<file path="src/rtl/pipe_pkg.sv">
// pipe_pkg: definitions shared by the forwarding/hazard controller.
//   SEL_*   : ALU operand mux select codes (2'b11 is never driven)
//   stage_t : shadow-pipeline entry {valid, we, load, rd}
//   state_t : load-use FSM states
package pipe_pkg;

  localparam int unsigned RD_W = 3;
  localparam int unsigned NUM_OPS = 2;

  localparam logic [1:0] SEL_RF    = 2'b00;
  localparam logic [1:0] SEL_EXMEM = 2'b01;
  localparam logic [1:0] SEL_MEMWB = 2'b10;

  typedef struct packed {
    logic            valid;
    logic            we;
    logic            load;
    logic [RD_W-1:0] rd;
  } stage_t;

  typedef enum logic {
    RUN    = 1'b0,
    BUBBLE = 1'b1
  } state_t;

endpackage

</file>
<file path="src/rtl/fwd_cmp.sv">
// fwd_cmp: single-operand priority comparator.
//   use_src : instruction in ID reads this operand
//   src     : source register address
//   ex, mem : shadow entries for the EX and MEM stages
//   sel     : forwarding select (EX beats MEM; r0 never forwarded)
//   ld_hit  : operand depends on a load still in EX (load-use hazard)
module fwd_cmp
  import pipe_pkg::*;
#(
  parameter int unsigned RA_W = RD_W
) (
  input  logic            use_src,
  input  logic [RA_W-1:0] src,
  input  stage_t          ex,
  input  stage_t          mem,
  output logic [1:0]      sel,
  output logic            ld_hit
);

  logic src_live;
  logic ex_hit;
  logic mem_hit;

  // r0 reads are constant zero, so they never need a forwarded value.
  assign src_live = use_src && (src != '0);
  assign ex_hit   = src_live && ex.valid  && ex.we  && (ex.rd  == src);
  assign mem_hit  = src_live && mem.valid && mem.we && (mem.rd == src);
  assign ld_hit   = ex_hit && ex.load;

  always_comb begin
    sel = SEL_RF;
    if (ex_hit)       sel = SEL_EXMEM;
    else if (mem_hit) sel = SEL_MEMWB;
  end

endmodule

</file>
<file path="src/rtl/fwd_hazard_ctrl.sv">
// fwd_hazard_ctrl: forwarding and load-use hazard control for the 5-stage
// 16-bit MIPS pipeline.
//   clk, rst          : clock, async active-high reset
//   id_*              : decoded fields of the instruction currently in ID
//   hold              : freeze everything (memory busy)
//   flush             : squash the ID instruction (taken branch)
//   fwd_a_sel/b_sel   : registered operand mux selects, valid in EX cycle
//   stall             : combinational; freeze PC + IF/ID, bubble into EX
//   stall_cnt         : saturating count of load-use stalls taken
module fwd_hazard_ctrl
  import pipe_pkg::*;
#(
  parameter int unsigned RA_W  = 3,
  parameter int unsigned CNT_W = 16
) (
  input  logic             clk,
  input  logic             rst,
  input  logic             id_valid,
  input  logic [RA_W-1:0]  id_rs,
  input  logic [RA_W-1:0]  id_rt,
  input  logic             id_use_rs,
  input  logic             id_use_rt,
  input  logic [RA_W-1:0]  id_rd,
  input  logic             id_we,
  input  logic             id_load,
  input  logic             hold,
  input  logic             flush,
  output logic [1:0]       fwd_a_sel,
  output logic [1:0]       fwd_b_sel,
  output logic             stall,
  output logic [CNT_W-1:0] stall_cnt
);

  stage_t ex_q, mem_q, wb_q;
  stage_t ex_d;
  state_t state_q, state_d;

  logic [NUM_OPS-1:0][RA_W-1:0] src;
  logic [NUM_OPS-1:0]           use_src;
  logic [NUM_OPS-1:0][1:0]      sel_c;
  logic [NUM_OPS-1:0]           ld_hit;

  logic hazard;
  logic take;
  logic issue;

  assign src     = {id_rt, id_rs};
  assign use_src = {id_use_rt, id_use_rs};

  for (genvar g = 0; g < NUM_OPS; g++) begin : g_op
    fwd_cmp #(.RA_W(RA_W)) u_cmp (
      .use_src (use_src[g]),
      .src     (src[g]),
      .ex      (ex_q),
      .mem     (mem_q),
      .sel     (sel_c[g]),
      .ld_hit  (ld_hit[g])
    );
  end

  assign hazard = id_valid && (|ld_hit);

  // stall is visible even while held so the front end keeps its freeze;
  // only the edge-side effects (bubble, count, state) wait for !hold.
  always_comb begin
    state_d = state_q;
    stall   = 1'b0;
    take    = 1'b0;
    case (state_q)
      RUN: begin
        if (hazard && !flush) stall = 1'b1;
        if (stall && !hold) begin
          take    = 1'b1;
          state_d = BUBBLE;
        end
      end
      BUBBLE: begin
        if (!hold) state_d = RUN;
      end
      default: state_d = RUN;
    endcase
  end

  // A stalled or squashed instruction enters EX as a bubble.
  assign issue = id_valid && !flush && !take;

  always_comb begin
    ex_d       = '0;
    ex_d.valid = issue;
    ex_d.we    = issue && id_we;
    ex_d.load  = issue && id_load;
    ex_d.rd    = issue ? id_rd : '0;
  end

  always_ff @(posedge clk or posedge rst) begin
    if (rst) begin
      state_q   <= RUN;
      ex_q      <= '0;
      mem_q     <= '0;
      wb_q      <= '0;
      fwd_a_sel <= SEL_RF;
      fwd_b_sel <= SEL_RF;
      stall_cnt <= '0;
    end else if (!hold) begin
      state_q   <= state_d;
      wb_q      <= mem_q;
      mem_q     <= ex_q;
      ex_q      <= ex_d;
      fwd_a_sel <= issue ? sel_c[0] : SEL_RF;
      fwd_b_sel <= issue ? sel_c[1] : SEL_RF;
      if (take && (stall_cnt != '1)) stall_cnt <= stall_cnt + 1'b1;
    end
  end

  // The register file writes in the first half cycle, so a WB producer is
  // already served by the register-file path; the entry is kept for
  // visibility only.
  logic unused_wb;
  assign unused_wb = ^wb_q;

endmodule

</file>
<file path="config.mk">
export PLATFORM = sky130hd
export DESIGN_NAME = fwd_hazard_ctrl
export DESIGN_NICKNAME = d
export VERILOG_FILES = /design/src/rtl/pipe_pkg.sv /design/src/rtl/fwd_cmp.sv /design/src/rtl/fwd_hazard_ctrl.sv
export SDC_FILE = /design/constraint.sdc
export NUM_CORES = 1
export LEC_CHECK = 0
export ABC_AREA = 1
export CAP_MARGIN = 20
export CORE_ASPECT_RATIO = 1.1
export CORE_UTILIZATION = 50
export DETAILED_ROUTE_END_ITERATION = 8
export PLACE_DENSITY = 0.77
export SLEW_MARGIN = 0
export SYNTH_ARGS = -nofsm -noshare
export SYNTH_HDL_FRONTEND = slang
export SYNTH_SLANG_ARGS = --single-unit
</file>
<file path="constraint.sdc">
create_clock -name clk -period 2.2 [get_ports clk]
set_input_delay 0.44 -clock clk [delete_from_list [all_inputs] [get_ports clk]]
set_output_delay 0.44 -clock clk [all_outputs]
set_load 0.02 [all_outputs]
</file>
# Word level (Yosys, flattened, before mapping)
# Cells that the tools add are included.
# totals
ff_bits	32
latchBits	0
mem_bits_rw	0
mem_bits_ro	0
memories	0
# op_classes
addsub	1
multipliers	0
n_div	0
magnitude_cmp	0
eq_ne	5
n_shift	0
muxes	13
bitwise_logic	2
reduce_logical	31
# ops
operator	count
1-bit logical AND	24
16-bit by 1-bit adder with 16-bit output (second input constant)	1
16-bit != test (second input constant)	1
3-bit == test	4
2-bit 2-to-1 mux	6
3-bit nonzero test	2
1-bit 2-to-1 mux	5
1-bit zero test	3
3-bit 2-to-1 mux	1
1-bit NOT	2
1-bit case mux with 2 select lines	1
2-bit AND reduction	1
2-bit OR reduction	1

# Depth between registers and ports, before layout
# Gate-level depths: netlist of run 1.
# depth
depth_word	17
mapped_depth	12
mapped_depth_nobuf	12

# Cells and area by module
# A second synthesis of run 1 with hierarchy kept.
# hier_totals
hier_cells	312
hier_area_um2	2097.0
# modules_own_cells
mod	instances	cells_each	area_per_inst_um2
fwd_hazard_ctrl	1	228	1721.7
fwd_cmp	2	42	187.7

# Least setup slack after synthesis of run 1
# No wires, ideal clock.
# synth_path
path_type	register to register
from	register stall_cnt[0]
to	register stall_cnt[13]
setup_ns	0.113
t_arrival_ns	1.621
slack_ns	0.466
path_stages_with_launch	12
path_buffers	0
period_less_slack_ns	1.734
path_cell_list	dfrtp_1 -> ha_1 -> inv_1 -> nor2_2 -> nand2_1 -> nor2_2 -> nand3_1 -> nand4_4 -> nor2_4 -> nand3_1 -> nand2_1 -> inv_1
# synth_between
elab_chain_cells	3
word_cells_on_any_way	4
classes_between	add/sub: 1; eq/ne: 1; reduce/logical: 2
# synth_lines
item	line_no	source
start, declared	fwd_hazard_ctrl.sv:31	output logic [CNT_W-1:0] stall_cnt
start signal, assigned	fwd_hazard_ctrl.sv:111	if (take && (stall_cnt != '1)) stall_cnt <= stall_cnt + 1'b1;
branches (longest 3 deep; another with 16-bit by 1-bit adder with 16-bit output)	n/a	
# Several ways; the timed one is not identified.
# A chain may end at the register's enable or synchronous reset.

# Worst setup path after layout of run 1
# layout_path
from	input port id_rs[1]
to	output port stall
# layout_between
elab_chain_cells	12
word_cells_on_any_way	13
classes_between	eq/ne: 1; mux: 3; reduce/logical: 9
# layout_lines
item	line_no	source
start, declared	fwd_hazard_ctrl.sv:19	input logic [RA_W-1:0] id_rs,
3-bit nonzero test	fwd_cmp.sv:25	assign src_live = use_src && (src != '0);
1-bit logical AND	fwd_cmp.sv:25	
1-bit logical AND (2 in a row)	fwd_cmp.sv:26	assign ex_hit = src_live && ex.valid && ex.we && (ex.rd == src);
1-bit logical AND *	fwd_cmp.sv:26	
1-bit logical AND *	fwd_cmp.sv:28	assign ld_hit = ex_hit && ex.load;
2-bit OR reduction *	fwd_hazard_ctrl.sv:61	assign hazard = id_valid && (|ld_hit);
1-bit logical AND *	fwd_hazard_ctrl.sv:61	
1-bit logical AND *	fwd_hazard_ctrl.sv:71	if (hazard && !flush) stall = 1'b1;
1-bit 2-to-1 mux *	fwd_hazard_ctrl.sv:71	
1-bit 2-to-1 mux * (2 in a row)	fwd_hazard_ctrl.sv:69	case (state_q)
end, declared	fwd_hazard_ctrl.sv:30	output logic stall,
# Mark *: on every way between the ends. The rest lies on a longest branch, timed or not. The select of a mux whose other input is x is not followed.

==> flow_metrics.env, run 1 <==
export IMPL_reg2reg_to="stall_cnt[13]$_DFFE_PP0P_"
export IMPL_gp_congestion=0.801
export IMPL_fill_cells=257
export IMPL_r2r_start="stall_cnt[1]$_DFFE_PP0P_"
export IMPL_dr_first_iter_drc_count=82
export IMPL_antenna_found_initial=0
export IMPL_totalWireLength_mm=3.64
export IMPL_reg2reg_setup_slack_ns=0.38
export IMPL_leakage_uw=0.00117
export IMPL_syn_nets=231
export IMPL_synth_most_common_cell="nand2_1"
export IMPL_clock_fmax_ghz=0.479
export IMPL_crit_fanout=3
export IMPL_synth_area_top_cells="dfrtp_1 (47%), nand2_1 (13%), inv_1 (6.4%)"
export IMPL_yosys_area_top_type="dfrtp_1"
export IMPL_netlist_instances=212
export IMPL_grt_first_pass_wirelength_mm=6.15
export IMPL_syn_cell_area_sq_mm=0.00171
export IMPL_synth_edf_count=0
export IMPL_min_period_ns=2.09
export IMPL_critPathCaptureType="primary output"
export IMPL_outcome="finished with violations"
export IMPL_ys_types=24
export IMPL_ant_nets=0
export IMPL_avgViaCountPerCell=4.87
export IMPL_ir_drop_uv=326
export IMPL_hold_path_class="in2async"
export IMPL_violations="design-rule violations"
export IMPL_fin_crit_sh_pct=94.9
export IMPL_relSlewSlack_pct=73.8
export IMPL_ys_seq_elements=32
export IMPL_worst_pin_slew_ns=0.392
export IMPL_finalMaxSlewViolations=0
export IMPL_finish_utilization_pct=74.0
export IMPL_syn2layout_area_growth_pct=36.3
export IMPL_dpl_hpwl_mm=2.82
export IMPL_power_density_mw_per_mm2=450
export IMPL_yosysSeqAreaShare_pct=46.7
export IMPL_drc=5
export IMPL_initial_core_util_pct=54.3
export IMPL_synth_top_area_share_pct=46.7
export IMPL_critPathLaunchType="input pin"
export IMPL_grt_pass1_vias=1393
export IMPL_yosys_top_cells_count="nand2_1 (60), dfrtp_1 (32), inv_1 (29)"
export IMPL_r2r_cells=11
export IMPL_design_core_area_sq_mm=0.00315
export IMPL_vias=1510
export IMPL_finalSetupTns_ns=0
export IMPL_h_tree_depth=2
export IMPL_die_area_sq_mm=0.00366
export IMPL_die_h_um=63.4
export IMPL_wl_per_cell_um=11.8
export IMPL_cp_required_ns=1.76
export IMPL_firstDrtPassIters=7
export IMPL_yosys_warnings=0
export IMPL_layout_drive_gt1_share_pct=15.9
export IMPL_clockBufferDepth=2
export IMPL_antenna_cells=0
export IMPL_cts_hold_fix_buffers=0
export IMPL_setup_viol=0
export IMPL_critPathKind="in2out"
export IMPL_cts_root_buf="clkbuf_4"
export IMPL_cts_clk_slew_worst_paths_ns=0.10
export IMPL_async_flop_share_pct=100
export IMPL_tritoncts="yes"
export IMPL_finalHoldViolCount=0
export IMPL_cts_made_buffers=5
export IMPL_overflow=0
export IMPL_clock_skew_ns=0.0125
export IMPL_crit_arrival_ns=1.65
export IMPL_grt_usage_pct=22.3
export IMPL_preCtsSetupSlack_ns=-0.370
export IMPL_synth_ff_type="dfrtp_1"
export IMPL_die_x_um=57.8
export IMPL_clock_sinks=32
export IMPL_finalWorstSetupSlack_ns=0.112
export IMPL_clock_latency_ns=0.34
export IMPL_io_pins=39
export IMPL_drv_cap=0
export IMPL_fin_nets=295
export IMPL_portBuffers=38
export IMPL_rows=21
export IMPL_synth_avg_cell_area_sq_um=8.08
export IMPL_grt_max_degree=33
-- cells in the final DEF (no fill, tap or decap), types with 3 or more instances in the layout --
master | synthesis | routed
o21ai_0 | 16 | 16
clkdlybuf4s50_1 | 0 | 34
nor2_1 | 17 | 16
nor2_2 | 4 | 5
nand3_2 | 2 | 3
xnor2_1 | 3 | 3
inv_1 | 29 | 29
nand3_1 | 17 | 16
nand2_1 | 60 | 60
xor2_1 | 12 | 12
nor2_4 | 3 | 3
dfrtp_1 | 32 | 32
clkbuf_4 | 0 | 5
buf_4 | 0 | 20
-- state kept, by name (all words and copies together), names as in the netlist --
register	cells
stall_cnt	16
ex_q	6
mem_q	5
fwd_a_sel	2
fwd_b_sel	2
state_q	1
-- worst max-delay path, stage by stage --
cell	delay, ns
clkdlybuf4s50_1	0.47
inv_1	0.07
nand2_1	0.06
nand2_1	0.06
nor2_2	0.09
nand3_2	0.10
nand2_2	0.09
nand2_1	0.06
inv_1	0.05
buf_2	0.15
-- layer usage --
layer | up-vias | track usage, % | part of all wire [%]
met5 | - | 0 | 0
met4 | 0 | 10.7 | 1.9
met3 | 7 | 4.31 | 2.9
met2 | 25 | 36.9 | 49
met1 | 685 | 27.5 | 46
li1 | 793 | - | -
-- stage by stage --
stage / total power (uW) / area, sq um / instances / hold WS [ns]
detailed placement: 748 / 2270 / 302 / 0.473
floorplan: 680 / 1710 / 212 / 0.453
finish: 1050 / 2330 / 310 / 0.468
global route: 1110 / 2330 / 310 / 0.498
global placement: 746 / 2270 / 302 / 0.469
CTS: 1060 / 2320 / 310 / 0.476
-- cells by family (layout without fill, tap and decap cells) --
family	count (synthesis)	after routing	synth area share [%]
xor+xnor	15	15	7.67
compound gates	18	18	5.62
simple gates	116	116	32.7
buf+inv	30	94	6.57
fa+ha+maj	1	1	0.730
flops	32	32	46.7
-- timing repair --
action                     CTS  global route
setup buffers                1             0
setup endpoints to repair    1             1
resized for setup            6             4
pin swaps                    2             1
-- final cells by class --
cell class | instances | area (sq um) | area share (%)
Sequential cell | 32 | 801 | 34.3
Multi-Input combinational cell | 150 | 811 | 34.7
Clock buffer | 6 | 41.3 | 1.77
Inverter | 29 | 109 | 4.66
Clock inverter | 1 | 5.00 | 0.214
Tap cell | 34 | 42.5 | 1.82
Timing Repair Buffer | 58 | 526 | 22.5
-- power by group --
part | internal [uW] | total [uW] | switching, uW | leakage, uW
Sequential | 602 | 613 | 11.2 | 0.000431
Combinational | 62.4 | 125 | 63.0 | 0.000713
Clock | 118 | 312 | 194 | 0.0000281
Total | 782 | 1050 | 269 | 0.00117
-- how the worst max path moves through the flow --
stage / start / end / slack, ns / cells past startpoint
global placement: id_rs[0] / stall / -0.36 / 8
global route: id_rt[0] / stall / -0.005 / 10
floorplan: stall_cnt[0]$_DFFE_PP0P_ / stall_cnt[13]$_DFFE_PP0P_ / 0.47 / 11
CTS: id_rs[2] / stall / 0.08 / 10
finish: id_rs[1] / stall / 0.11 / 10
detailed placement: id_rt[2] / stall / -0.37 / 8
No activity file was read; power rests on OpenSTA's default activity.
==> run 2: changes to the inputs <==
- CTS_CLUSTER_DIAMETER: not set -> 100
- SLEW_MARGIN: 0 -> 25
==> results of run 2 <==
Same layout as run 1: the final DEF is identical, and so are final timing and power.
==> run 3: changes to the inputs <==
- CTS_CLUSTER_DIAMETER: 100 -> 120
- MAX_ROUTING_LAYER: not set -> met4
==> run 3 against run 2 <==
Compared with the run above: the flow still finishes with violations (design-rule violations); critical path depth did not move; critical endpoint unchanged; die area is the same; via count increased by 0.20%; clock power about the same; global-route usage is 0.62 points higher; clock-buffer cell count did not move; power is essentially flat; hold slack hardly changed; wire length hardly changed; sequential share of layout area unchanged; register-to-register slack about the same.
==> flow_metrics.env, run 3 (synthesis results as in run 1) <==
export IMPL_p_int_uw=782
export IMPL_die_h_um=63.4
export IMPL_clock_skew_ns=0.0121
export IMPL_crit_fanout=3
export IMPL_avgViaCountPerCell=4.88
export IMPL_die_x_um=57.8
export IMPL_layout_commonest_cell="nand2_1"
export IMPL_reg_top3="stall_cnt: 16 flops, ex_q: 6 flops, mem_q: 5 flops"
export IMPL_portBuffers=38
export IMPL_drc=5
export IMPL_firstDrtPassIters=6
export IMPL_rows=21
export IMPL_die_area_sq_mm=0.00366
export IMPL_clockBufferDepth=2
export IMPL_finish_instance_area_sq_mm=0.00233
export IMPL_io_pins=39
export IMPL_drv_cap=0
export IMPL_cts_clk_slew_worst_paths_ns=0.10
export IMPL_finalWorstSetupSlack_ns=0.112
export IMPL_fin_nets=295
export IMPL_p_seq_share_pct=58.3
export IMPL_finish_utilization_pct=74.0
export IMPL_outcome="finished with violations"
export IMPL_overflow=0
export IMPL_cts_root_buf="clkbuf_4"
export IMPL_p_sw_uw=269
export IMPL_design_core_area_sq_mm=0.00315
export IMPL_dpl_cell_area_sq_mm=0.00227
export IMPL_p_sw_share_pct=25.6
export IMPL_clock_fmax_ghz=0.479
export IMPL_initial_core_util_pct=54.3
export IMPL_clock_latency_ns=0.34
export IMPL_wl_per_cell_um=11.8
export IMPL_critPathLaunchType="input pin"
export IMPL_finalSetupTns_ns=0
export IMPL_h_tree_depth=2
export IMPL_relSlewSlack_pct=73.8
export IMPL_critPathKind="in2out"
export IMPL_largest_register_ffs=16
export IMPL_syn2layout_area_growth_pct=36.3
export IMPL_fill_cells=257
export IMPL_cts_hold_fix_buffers=0
export IMPL_clock_sinks=32
export IMPL_dpl_hpwl_mm=2.82
export IMPL_violations="design-rule violations"
export IMPL_grt_pass1_vias=1400
export IMPL_vias=1513
export IMPL_min_period_ns=2.09
export IMPL_leakage_uw=0.00117
export IMPL_crit_arrival_ns=1.65
export IMPL_cts_made_buffers=5
export IMPL_hold_path_class="in2async"
export IMPL_dp_cells=302
export IMPL_antenna_cells=0
export IMPL_final_cells=310
export IMPL_cp_required_ns=1.76
export IMPL_ant_nets=0
export IMPL_power_density_mw_per_mm2=450
export IMPL_finalMaxSlewViolations=0
export IMPL_setup_viol=0
export IMPL_regMostFlops="stall_cnt"
export IMPL_critPathCaptureType="primary output"
export IMPL_most_common_layout_cells="nand2_1 (60), clkdlybuf4s50_1 (34), dfrtp_1 (32)"
export IMPL_gp_congestion=0.812
export IMPL_worst_pin_slew_ns=0.393
export IMPL_dr_first_iter_drc_count=70
export IMPL_layout_drive_gt1_share_pct=15.9
export IMPL_comb_power_share_pct=11.9
export IMPL_grt_usage_pct=22.9
export IMPL_pwr_share_clk_pct=29.7
export IMPL_preCtsSetupSlack_ns=-0.370
export IMPL_totalWireLength_mm=3.65
export IMPL_antenna_found_initial=0
export IMPL_finalHoldViolCount=0
export IMPL_ir_drop_uv=326
export IMPL_grt_max_degree=33
export IMPL_grt_first_pass_wirelength_mm=6.15
export IMPL_tritoncts="yes"
export IMPL_fin_crit_sh_pct=94.9
-- run 3: cell counts in the layout (fill, tap and decap cells not counted) --
No cell type changed its count.
-- run 3: per-layer routing --
metal	GRT usage, %	share of wire, %	up-vias
met1	27.5	46	681
met3	4.31	3.6	7
li1	-	-	793
met5	-	0	-
met4	10.7	1.9	0
met2	36.9	49	32
-- run 3: worst paths after layout --
| path | end | start | cells past startpoint | slack, ns |
|---|---|---|---|---|
| worst max register to register | stall_cnt[13]$_DFFE_PP0P_ | stall_cnt[1]$_DFFE_PP0P_ | 11 | 0.38 |
| max in group asynchronous | mem_q[0]$_DFFE_PP0N_ | rst | 3 | 1.44 |
| min in group clk | fwd_b_sel[1]$_DFFE_PP0N_ | fwd_b_sel[1]$_DFFE_PP0N_ | 2 | 0.49 |
| worst max-delay path | stall | id_rs[1] | 10 | 0.11 |
| worst min-delay path | stall_cnt[9]$_DFFE_PP0P_ | rst | 3 | 0.47 |
| worst min register to register | fwd_b_sel[1]$_DFFE_PP0N_ | fwd_b_sel[1]$_DFFE_PP0N_ | 2 | 0.49 |
-- run 3: cell type report --
cell class / instances / area (sq um) / area share (%)
inverters: 29 / 109 / 4.66
repair buffers: 58 / 526 / 22.5
multi-input cells: 150 / 811 / 34.7
clock buffers: 6 / 41.3 / 1.77
flip-flops and latches: 32 / 801 / 34.3
well taps: 34 / 42.5 / 1.82
clock inverters: 1 / 5.00 / 0.214
-- run 3: power by group through the flow --
stage               clock, uW  combinational, uW  sequential [uW]
finish                    312                125              613
global route              356                141              615
CTS                       322                125              613
detailed placement          0                123              625
global placement            0                121              624
floorplan                   0               57.4              622
-- run 3: critical path, stage by stage --
cell	delay [ns]
clkdlybuf4s50_1	0.47
inv_1	0.07
nand2_1	0.06
nand2_1	0.06
nor2_2	0.09
nand3_2	0.10
nand2_2	0.09
nand2_1	0.06
inv_1	0.05
buf_2	0.15
-- run 3: per-stage QoR --
| step | hold WS [ns] | power [uW] |
|---|---|---|
| after floorplan | 0.453 | 680 |
| after global placement | 0.469 | 746 |
| after detailed placement | 0.473 | 748 |
| after CTS | 0.476 | 1060 |
| after global routing | 0.498 | 1110 |
| final | 0.468 | 1050 |
-- run 3: repair_timing --
action,4_1_cts,5_1_grt
pin swaps,2,1
setup buffers,1,0
endpoints found under the hold margin,0,0
gates resized for setup,6,4
setup endpoints to repair,1,1
